File: src/rtl/flags_controller_if.sv
// Instruction/ALU/flags-register handshake bundle for flags_controller.
// master = the datapath side that offers instructions, slave = the controller.
interface flags_controller_if;
    logic       instr_valid;
    logic [3:0] instr_cond;
    logic       instr_set_flags;
    logic       instr_ready;
    logic [3:0] flags;
    logic       alu_done;
    logic [3:0] alu_NZCV;
    logic       exec_start;
    logic       skip;
    logic       CNTRL_update_en;
    logic [3:0] NZCV;

    modport master (
        output instr_valid, instr_cond, instr_set_flags, flags, alu_done, alu_NZCV,
        input  instr_ready, exec_start, skip, CNTRL_update_en, NZCV
    );

    modport slave (
        input  instr_valid, instr_cond, instr_set_flags, flags, alu_done, alu_NZCV,
        output instr_ready, exec_start, skip, CNTRL_update_en, NZCV
    );
endinterface

File: src/rtl/flags_controller.sv
// NZCV flags sequencer: evaluates one conditional instruction at a time, drives
// the flags-register update and holds off the next instruction while flags settle.
module flags_controller #(
    parameter int unsigned SETTLE_CYCLES = 2
) (
    input  logic          CLOCK_50,
    input  logic          RESET,
    flags_controller_if.slave bus
);

    typedef enum logic [1:0] {
        ST_IDLE,
        ST_EVAL,
        ST_EXEC,
        ST_SETTLE
    } state_t;

    localparam logic [3:0] LP_SETTLE = 4'(SETTLE_CYCLES);

    state_t     r_state;
    logic [3:0] r_cond;
    logic       r_set_flags;
    logic       r_exec_start;
    logic       r_skip;
    logic       r_update_en;
    logic [3:0] r_nzcv;
    logic [3:0] r_counter;

    logic w_n;
    logic w_z;
    logic w_c;
    logic w_v;
    logic w_pass;

    assign w_n = bus.flags[3];
    assign w_z = bus.flags[2];
    assign w_c = bus.flags[1];
    assign w_v = bus.flags[0];

    // Condition decode against the live flags-register output.
    always_comb begin
        w_pass = 1'b0;
        case (r_cond)
            4'd0:  w_pass = w_z;
            4'd1:  w_pass = !w_z;
            4'd2:  w_pass = w_c;
            4'd3:  w_pass = !w_c;
            4'd4:  w_pass = w_n;
            4'd5:  w_pass = !w_n;
            4'd6:  w_pass = w_v;
            4'd7:  w_pass = !w_v;
            4'd8:  w_pass = w_c && !w_z;
            4'd9:  w_pass = !w_c || w_z;
            4'd10: w_pass = (w_n == w_v);
            4'd11: w_pass = (w_n != w_v);
            4'd12: w_pass = !w_z && (w_n == w_v);
            4'd13: w_pass = w_z || (w_n != w_v);
            4'd14: w_pass = 1'b1;
            default: w_pass = 1'b0;
        endcase
    end

    always_ff @(posedge CLOCK_50 or posedge RESET) begin
        if (RESET) begin
            r_state      <= ST_IDLE;
            r_cond       <= 4'd0;
            r_set_flags  <= 1'b0;
            r_exec_start <= 1'b0;
            r_skip       <= 1'b0;
            r_update_en  <= 1'b0;
            r_nzcv       <= 4'd0;
            r_counter    <= 4'd0;
        end else begin
            r_exec_start <= 1'b0;
            r_skip       <= 1'b0;
            r_update_en  <= 1'b0;
            case (r_state)
                ST_IDLE: begin
                    if (bus.instr_valid) begin
                        r_cond      <= bus.instr_cond;
                        r_set_flags <= bus.instr_set_flags;
                        r_state     <= ST_EVAL;
                    end
                end
                ST_EVAL: begin
                    if (w_pass) begin
                        r_exec_start <= 1'b1;
                        r_state      <= ST_EXEC;
                    end else begin
                        r_skip  <= 1'b1;
                        r_state <= ST_IDLE;
                    end
                end
                ST_EXEC: begin
                    if (bus.alu_done) begin
                        if (r_set_flags) begin
                            r_update_en <= 1'b1;
                            r_nzcv      <= bus.alu_NZCV;
                            r_counter   <= LP_SETTLE;
                            r_state     <= ST_SETTLE;
                        end else begin
                            r_state <= ST_IDLE;
                        end
                    end
                end
                ST_SETTLE: begin
                    // Counter bottoms out at zero; it is never reloaded here.
                    if (r_counter <= 4'd1) begin
                        r_counter <= 4'd0;
                        r_state   <= ST_IDLE;
                    end else begin
                        r_counter <= r_counter - 4'd1;
                    end
                end
                default: r_state <= ST_IDLE;
            endcase
        end
    end

    assign bus.instr_ready     = (r_state == ST_IDLE);
    assign bus.exec_start      = r_exec_start;
    assign bus.skip            = r_skip;
    assign bus.CNTRL_update_en = r_update_en;
    assign bus.NZCV            = r_nzcv;

endmodule

File: src/flat_wrapper.sv
// flat-port wrapper written by rule: the top's interface ports become plain ports
module flags_controller_flat 
#(
    parameter int unsigned SETTLE_CYCLES = 2
)
  (CLOCK_50, RESET, bus_instr_valid, bus_instr_cond, bus_instr_set_flags, bus_flags, bus_alu_done, bus_alu_NZCV, bus_instr_ready, bus_exec_start, bus_skip, bus_CNTRL_update_en, bus_NZCV);
  flags_controller_if bus_i ();
  input  logic CLOCK_50;
  input  logic RESET;
  input wire logic [$bits(bus_i.instr_valid)-1:0] bus_instr_valid;
  input wire logic [$bits(bus_i.instr_cond)-1:0] bus_instr_cond;
  input wire logic [$bits(bus_i.instr_set_flags)-1:0] bus_instr_set_flags;
  input wire logic [$bits(bus_i.flags)-1:0] bus_flags;
  input wire logic [$bits(bus_i.alu_done)-1:0] bus_alu_done;
  input wire logic [$bits(bus_i.alu_NZCV)-1:0] bus_alu_NZCV;
  output wire logic [$bits(bus_i.instr_ready)-1:0] bus_instr_ready;
  output wire logic [$bits(bus_i.exec_start)-1:0] bus_exec_start;
  output wire logic [$bits(bus_i.skip)-1:0] bus_skip;
  output wire logic [$bits(bus_i.CNTRL_update_en)-1:0] bus_CNTRL_update_en;
  output wire logic [$bits(bus_i.NZCV)-1:0] bus_NZCV;
  assign bus_i.instr_valid = bus_instr_valid;
  assign bus_i.instr_cond = bus_instr_cond;
  assign bus_i.instr_set_flags = bus_instr_set_flags;
  assign bus_i.flags = bus_flags;
  assign bus_i.alu_done = bus_alu_done;
  assign bus_i.alu_NZCV = bus_alu_NZCV;
  assign bus_instr_ready = bus_i.instr_ready;
  assign bus_exec_start = bus_i.exec_start;
  assign bus_skip = bus_i.skip;
  assign bus_CNTRL_update_en = bus_i.CNTRL_update_en;
  assign bus_NZCV = bus_i.NZCV;
  flags_controller #(.SETTLE_CYCLES(SETTLE_CYCLES)) u_core (.CLOCK_50(CLOCK_50), .RESET(RESET), .bus(bus_i));
endmodule
File: config.mk
export PLATFORM = sky130hd
export DESIGN_NAME = flags_controller_flat
export DESIGN_NICKNAME = d
export VERILOG_FILES = /design/src/rtl/flags_controller_if.sv /design/src/rtl/flags_controller.sv /design/src/flat_wrapper.sv
export SDC_FILE = /design/constraint.sdc
export NUM_CORES = 1
export LEC_CHECK = 0
export BUFFER_PORTS_ARGS = -buffer_cell sky130_fd_sc_hd__buf_2
export CAP_MARGIN = 20
export CORE_AREA = 2 2 48 50
export CTS_BUF_LIST = sky130_fd_sc_hd__clkbuf_4 sky130_fd_sc_hd__clkbuf_8 sky130_fd_sc_hd__clkbuf_16
export CTS_CLUSTER_SIZE = 28
export DETAILED_ROUTE_END_ITERATION = 8
export DIE_AREA = 0 0 50 52
export PLACE_DENSITY = 0.77
export SLEW_MARGIN = 20
export SYNTH_ARGS = -nofsm -noshare
export SYNTH_HDL_FRONTEND = slang
export SYNTH_SLANG_ARGS = --single-unit
File: constraint.sdc
create_clock -name CLOCK_50 -period 2.33 [get_ports CLOCK_50]
set_input_delay 0 -clock CLOCK_50 [delete_from_list [all_inputs] [get_ports CLOCK_50]]
set_output_delay 0 -clock CLOCK_50 [all_outputs]
set_load 0.02 [all_outputs]
After elaboration in Yosys (flattened, before gate mapping)
Index checks and enable logic that the tools add are counted.
{"block": "word_totals", "reg_bits": 18, "latch_bits": 0, "ram_bits": 0, "rom_bits": 0, "inputBits": 17, "out_inout_bits": 8, "elab_cells": 66, "n_memories": 0}
{"block": "op_classes", "add_sub_neg": 1, "mul": 0, "div_mod_pow": 0, "magnitude_cmp": 1, "eq_ne": 23, "shifts": 0, "muxes": 18, "bitwise": 0, "n_reduce_logical": 15}
{"op": "4-bit == test, second input constant", "n": 7}
{"op": "4-bit by 3-bit == test with 1-bit output, second input constant", "n": 4}
{"op": "1-bit case mux with 15 select lines", "n": 1}
{"op": "4-bit two-way mux", "n": 3}
{"op": "2-bit two-way mux", "n": 5}
{"op": "3-bit AND reduction", "n": 3}
{"op": "4-bit by 2-bit == test with 1-bit output, second input constant", "n": 2}
{"op": "2-bit case mux with 4 select lines", "n": 1}
{"op": "4-bit case mux with 2 select lines", "n": 1}
{"op": "1-bit two-way mux", "n": 7}
{"op": "2-bit == test, second input constant", "n": 2}
{"op": "4-bit by 1-bit == test with 1-bit output, second input constant", "n": 1}
{"op": "4-bit by 1-bit <= comparator with 1-bit output, second input constant", "n": 1}
{"op": "1-bit zero test", "n": 4}
{"op": "4-bit zero test", "n": 1}
{"op": "2-bit by 1-bit != test with 1-bit output, second input constant", "n": 2}
{"op": "2-bit != test, second input constant", "n": 2}
{"op": "4-bit by 1-bit subtractor with 4-bit output, second input constant", "n": 1}
{"op": "2-bit by 1-bit == test with 1-bit output, second input constant", "n": 1}
{"op": "1-bit logical AND", "n": 2}
{"op": "2-bit zero test", "n": 1}
{"op": "1-bit logical OR", "n": 2}
{"op": "2-bit AND reduction", "n": 1}
{"op": "2-bit nonzero test", "n": 1}
{"op": "other kinds (2)", "n": 2}

Logic depth before layout (Yosys ltp)
{"block": "logic_depth", "word_depth": 5, "depth_mapped": 7}

Worst setup path after synthesis
OpenSTA, ideal clock, no wires.
{"block": "synth_path", "path_kind": "register to register", "from": "register u_core.r_cond[1]", "to": "register u_core.r_skip (netlist: u_core.bus.skip)", "setup_time_ns": 0.120, "t_arrival_ns": 1.536, "slack_ns": 0.674, "stages_incl_launch_ff": 7, "n_path_buf": 1, "path_cell_list": "dfrtp_1 buf_6 or3b_4 a21oi_2 a2111oi_1 o221a_2 and3b_1"}
{"block": "synth_between", "elab_chain_len": 4, "word_cells_on_any_way": 18, "classes_between": "14 x eq/ne; 3 x mux; 1 x reduce/logical"}
{"element": "start: declaration", "line": "flags_controller.sv:21", "rtl": "logic [3:0] r_cond;"}
{"element": "start signal: assignment", "line": "flags_controller.sv:80", "rtl": "r_cond <= bus.instr_cond;"}
{"element": "4-bit == test (tied with other cells)", "line": "flags_controller.sv:43", "rtl": "case (r_cond)"}
{"element": "1-bit case mux with 15 select lines (*)", "line": "flags_controller.sv:43"}
{"element": "1-bit two-way mux (*)", "line": "flags_controller.sv:86", "rtl": "if (w_pass) begin"}
{"element": "1-bit two-way mux (*)", "line": "flags_controller.sv:77", "rtl": "case (r_state)"}
{"element": "end signal: assignment", "line": "flags_controller.sv:69", "rtl": "r_skip <= 1'b0;"}
{"element": "end signal: assignment", "line": "flags_controller.sv:75", "rtl": "r_skip <= 1'b0;"}
{"element": "end signal: assignment", "line": "flags_controller.sv:90", "rtl": "r_skip <= 1'b1;"}
{"element": "end: declaration", "line": "flags_controller.sv:24", "rtl": "logic r_skip;"}
Every way passes the cells marked *; elsewhere a longest branch is shown, timed or not.
A chain may end at the register's enable or synchronous reset.

Worst setup path after layout
{"block": "layout_path", "from": "register u_core.r_counter[0]", "to": "register u_core.r_counter[2]"}
{"block": "layout_between", "elab_chain_len": 3, "word_cells_on_any_way": 4, "classes_between": "1 x add/sub; 1 x order compare; 2 x mux"}
{"element": "start: declaration", "line": "flags_controller.sv:27", "rtl": "logic [3:0] r_counter;"}
{"element": "start signal: assignment", "line": "flags_controller.sv:112", "rtl": "r_counter <= r_counter - 4'd1;"}
{"element": "4-bit by 1-bit subtractor with 4-bit output or 4-bit by 1-bit <= comparator with 1-bit output (tied branches)", "line": "flags_controller.sv:112, flags_controller.sv:108"}
{"element": "4-bit two-way mux (*)", "line": "flags_controller.sv:108", "rtl": "if (r_counter <= 4'd1) begin"}
{"element": "4-bit case mux with 2 select lines (*)", "line": "flags_controller.sv:77"}
Marks and branches as above.

==> flow_summary.yaml <==
timing:
  fin_skew_ns: 0.00644
  fin_crit_ns: 1.84
  rsz0062_at_grt: "no"
  max_freq_mhz: 543
  slew_headroom_pct: 52.7
  finalSetupViolCount: 0
  tns_ns: 0
  drv_slew: 0
  tightest_slew_ns: 0.699
  finalCritPeriodShare_pct: 79.0
  fin_ws_ns: 0.490
  report.final.hold_viol_count: 0
synthesis:
  yosysTopAreaCell: "dfrtp_1"
  async_reset_ff_share_pct: 100
  ys_seq_elements: 18
  synth_top_area_share_pct: 44.9
  syn_avg_cell_area_um2: 9.65
  synth_area_leaders: "dfrtp_1 45%, nand2_1 7.5%, mux2_2 4.5%"
  synth-simple-area-share_pct: 20.4
  syn-num-nets: 123
  synth_edf_count: 0
  ys_seq_area_share_pct: 44.9
  synth_top_family_by_area: "simple AND/OR/NAND/NOR gates"
  synth_cells: 104
  synth_fa_ha_area_share_pct: 2.49
  synth_flop_cell: "dfrtp_1"
  synth_cell_types: 36
  netlist_area_um2: 1000
  yosys-mux-area-fraction_pct: 8.48
  ys_warn_count: 0
  synth-compound-area-share_pct: 17.2
  synth_xor_area_share_pct: 1.75
drt:
  drc: 0
  vias: 868
  drt-vias-per-instance: 5.26
  wire_per_inst_um: 12.3
  wirelength_um: 2020
  drt_first_pass_iters: 4
  drtAntennaViolNets: 0
  drtIter0Drc: 9
setup_path:
  critical_path_class: "flop to flop"
  rr_endpoint: "u_core.r_counter[2]$_DFFE_PP0P_"
  cp_common_cell: "nor2_1"
  rr_worst_depth: 7
  regToRegSetupSlack_ns: 0.49
  path_max_fanout: 6
  slowest_delay_ns: 0.58
  cp_cell_sequence: "inv_1 > ha_1 > nor2_1 > o311ai_1 > nor2_1 > o21ai_1 > o21ai_0"
  end_kind: "flop"
  critPathRequiredTime_ns: 2.46
  cp_slowest_cell: "o311ai_1"
  cp.arrival_ns: 1.97
  critPathLaunchType: "flop"
  r2r-start: "u_core.r_counter[0]$_DFFE_PP0P_"
clocking:
  cts_resized: 0
  cts_root_buf: "clkbuf_4"
  htreeDepth: 1
  cts.reportedPaths.clkPinSlew_ns: 0.09
  post_cts_buffers: 0
  clock_latency_ns: 0.28
  cts_sinks: 18
  ctsLongestPathBuffers: 2
  cts_tree: "done"
  cts_made_buffers: 3
placed_design:
  detailed_place.area_um2: 1130
  place_ws_ns: 0.457
  dp_hpwl_um: 1470
  portBuffers: 24
  gp_congestion: 0.936
pwr:
  power.leakage_nw: 0.632
  power_mw: 1.51
  powerDensity_nw_per_um2: 1200
  ir_drop_v: 0.000631
status:
  status: "complete, no violations"
final_layout:
  utilization_pct: 59.7
  final_cell_mix: "24 x buf_2, 20 x nand2_1, 18 x dfrtp_1"
  drive_gt1_share_pct: 26.3
  syn_to_final_growth_pct: 25.2
  mostFrequentLayoutCell: "buf_2"
  num_antenna_cells: 0
  fin_nets: 158
  fill_cells: 181
  design_area_um2: 1260
global_route:
  grt_max_degree: 19
  antenna_found_initial: 0
  grtUsageTotal_pct: 17.5
  grt_pass1_wl_um: 3540
  grt_pass1_vias: 844
  grt_remaining_overflow: 0
hold_path:
  hp-class: "primary input to flop"
  hold_start: "bus_instr_valid"
  whs_path_depth: 3
  min_to: "u_core.r_state[0]$_DFFE_PP0P_"
floorplan:
  core_region_area_um2: 2110
  rows: 17
  die_h_um: 52
  fp.dieW_um: 50
  die-area_um2: 2600
  io_pins: 25
  start_util_pct: 47.7
run:
  cap_violations: 0
## per-layer routing
metal  up-vias  part of all wire (%)  GRT usage [%]
li1        430                     -              -
met1       410                    44           22.6
met2        26                    49           30.3
met3         2                   5.7           2.30
met4         0                  0.84           5.56
met5         -                     0              0
## registers in the layout, summed over array words and instances, names as in the netlist
| signal | count |
|---|---|
| u_core.bus.NZCV | 4 |
| u_core.r_cond | 4 |
| u_core.r_counter | 4 |
| u_core.r_state | 2 |
| u_core.bus.CNTRL_update_en | 1 |
| u_core.bus.exec_start | 1 |
| u_core.bus.skip | 1 |
| u_core.r_set_flags | 1 |
## final cells by class
class	count	area, um2	area share (%)
multi-input cells	76	505	40.2
well taps	28	35.0	2.79
inverters	6	22.5	1.79
flip-flops and latches	18	450	35.9
repair buffers	34	220	17.5
clock buffers	3	22.5	1.79
## how the worst max path moves through the flow
stage                               startpoint                         endpoint  cells past startpoint
6_report       u_core.r_counter[0]$_DFFE_PP0P_  u_core.r_counter[2]$_DFFE_PP0P_                      7
5_1_grt        u_core.r_counter[1]$_DFFE_PP0P_  u_core.r_counter[2]$_DFFE_PP0P_                      7
4_1_cts        u_core.r_counter[0]$_DFFE_PP0P_  u_core.r_counter[2]$_DFFE_PP0P_                      7
3_5_place_dp   u_core.r_counter[1]$_DFFE_PP0P_  u_core.r_counter[2]$_DFFE_PP0P_                      7
3_3_place_gp      u_core.r_cond[2]$_DFFE_PP0P_        u_core.bus.skip$_DFF_PP0_                      5
2_1_floorplan     u_core.r_cond[1]$_DFFE_PP0P_        u_core.bus.skip$_DFF_PP0_                      6
## cells in the mapped netlist (2+ instances only)
master,instances
ha_1,2
nor3_1,2
nand2b_1,2
xnor2_1,2
nor2_1,5
and2_1,2
nand2_1,20
o21ai_0,7
inv_1,6
a21oi_1,3
mux2i_1,4
buf_2,2
mux2_2,4
and3b_1,2
nor2b_1,3
dfrtp_1,18
## power by group
part	internal (mW)	total, mW	switching, mW
clock network	0.0599	0.145	0.0854
registers	0.460	0.638	0.178
logic	0.345	0.725	0.380
total	0.865	1.51	0.643
## what timing repair did
item | in CTS | in global routing
hold endpoints to repair | 27 | 0
hold buffers | 10 | 0
endpoints found under the setup margin | 0 | 0
## critical path: cells and delay by family (launching register included)
kind                       cells  cell delay, ns
AOI/OAI and AO/OA              3            0.84
DFF                            1            0.43
adders and majority gates      1            0.18
and+or+nand+nor                2            0.17
buffers and inverters          1            0.08
## cell families (layout without fill, tap and decap cells)
family / after synthesis / count (layout)
AOI/OAI and AO/OA: 23 / 23
xor gates and xnor gates: 2 / 2
adders and majority gates: 2 / 2
buffers and inverters: 10 / 43
DFF: 18 / 18
muxes: 8 / 8
and+or+nand+nor: 41 / 41
## per-stage QoR
| stage | cells | hold WS [ns] |
|---|---|---|
| 6_report | 165 | 0.0425 |
| 5_1_grt | 165 | 0.0446 |
| 4_1_cts | 165 | 0.0336 |
| 3_5_place_dp | 152 | 0.132 |
| 3_3_place_gp | 152 | 0.118 |
| 2_1_floorplan | 104 | -0.0614 |
No activity file was read; power rests on OpenSTA's default activity.
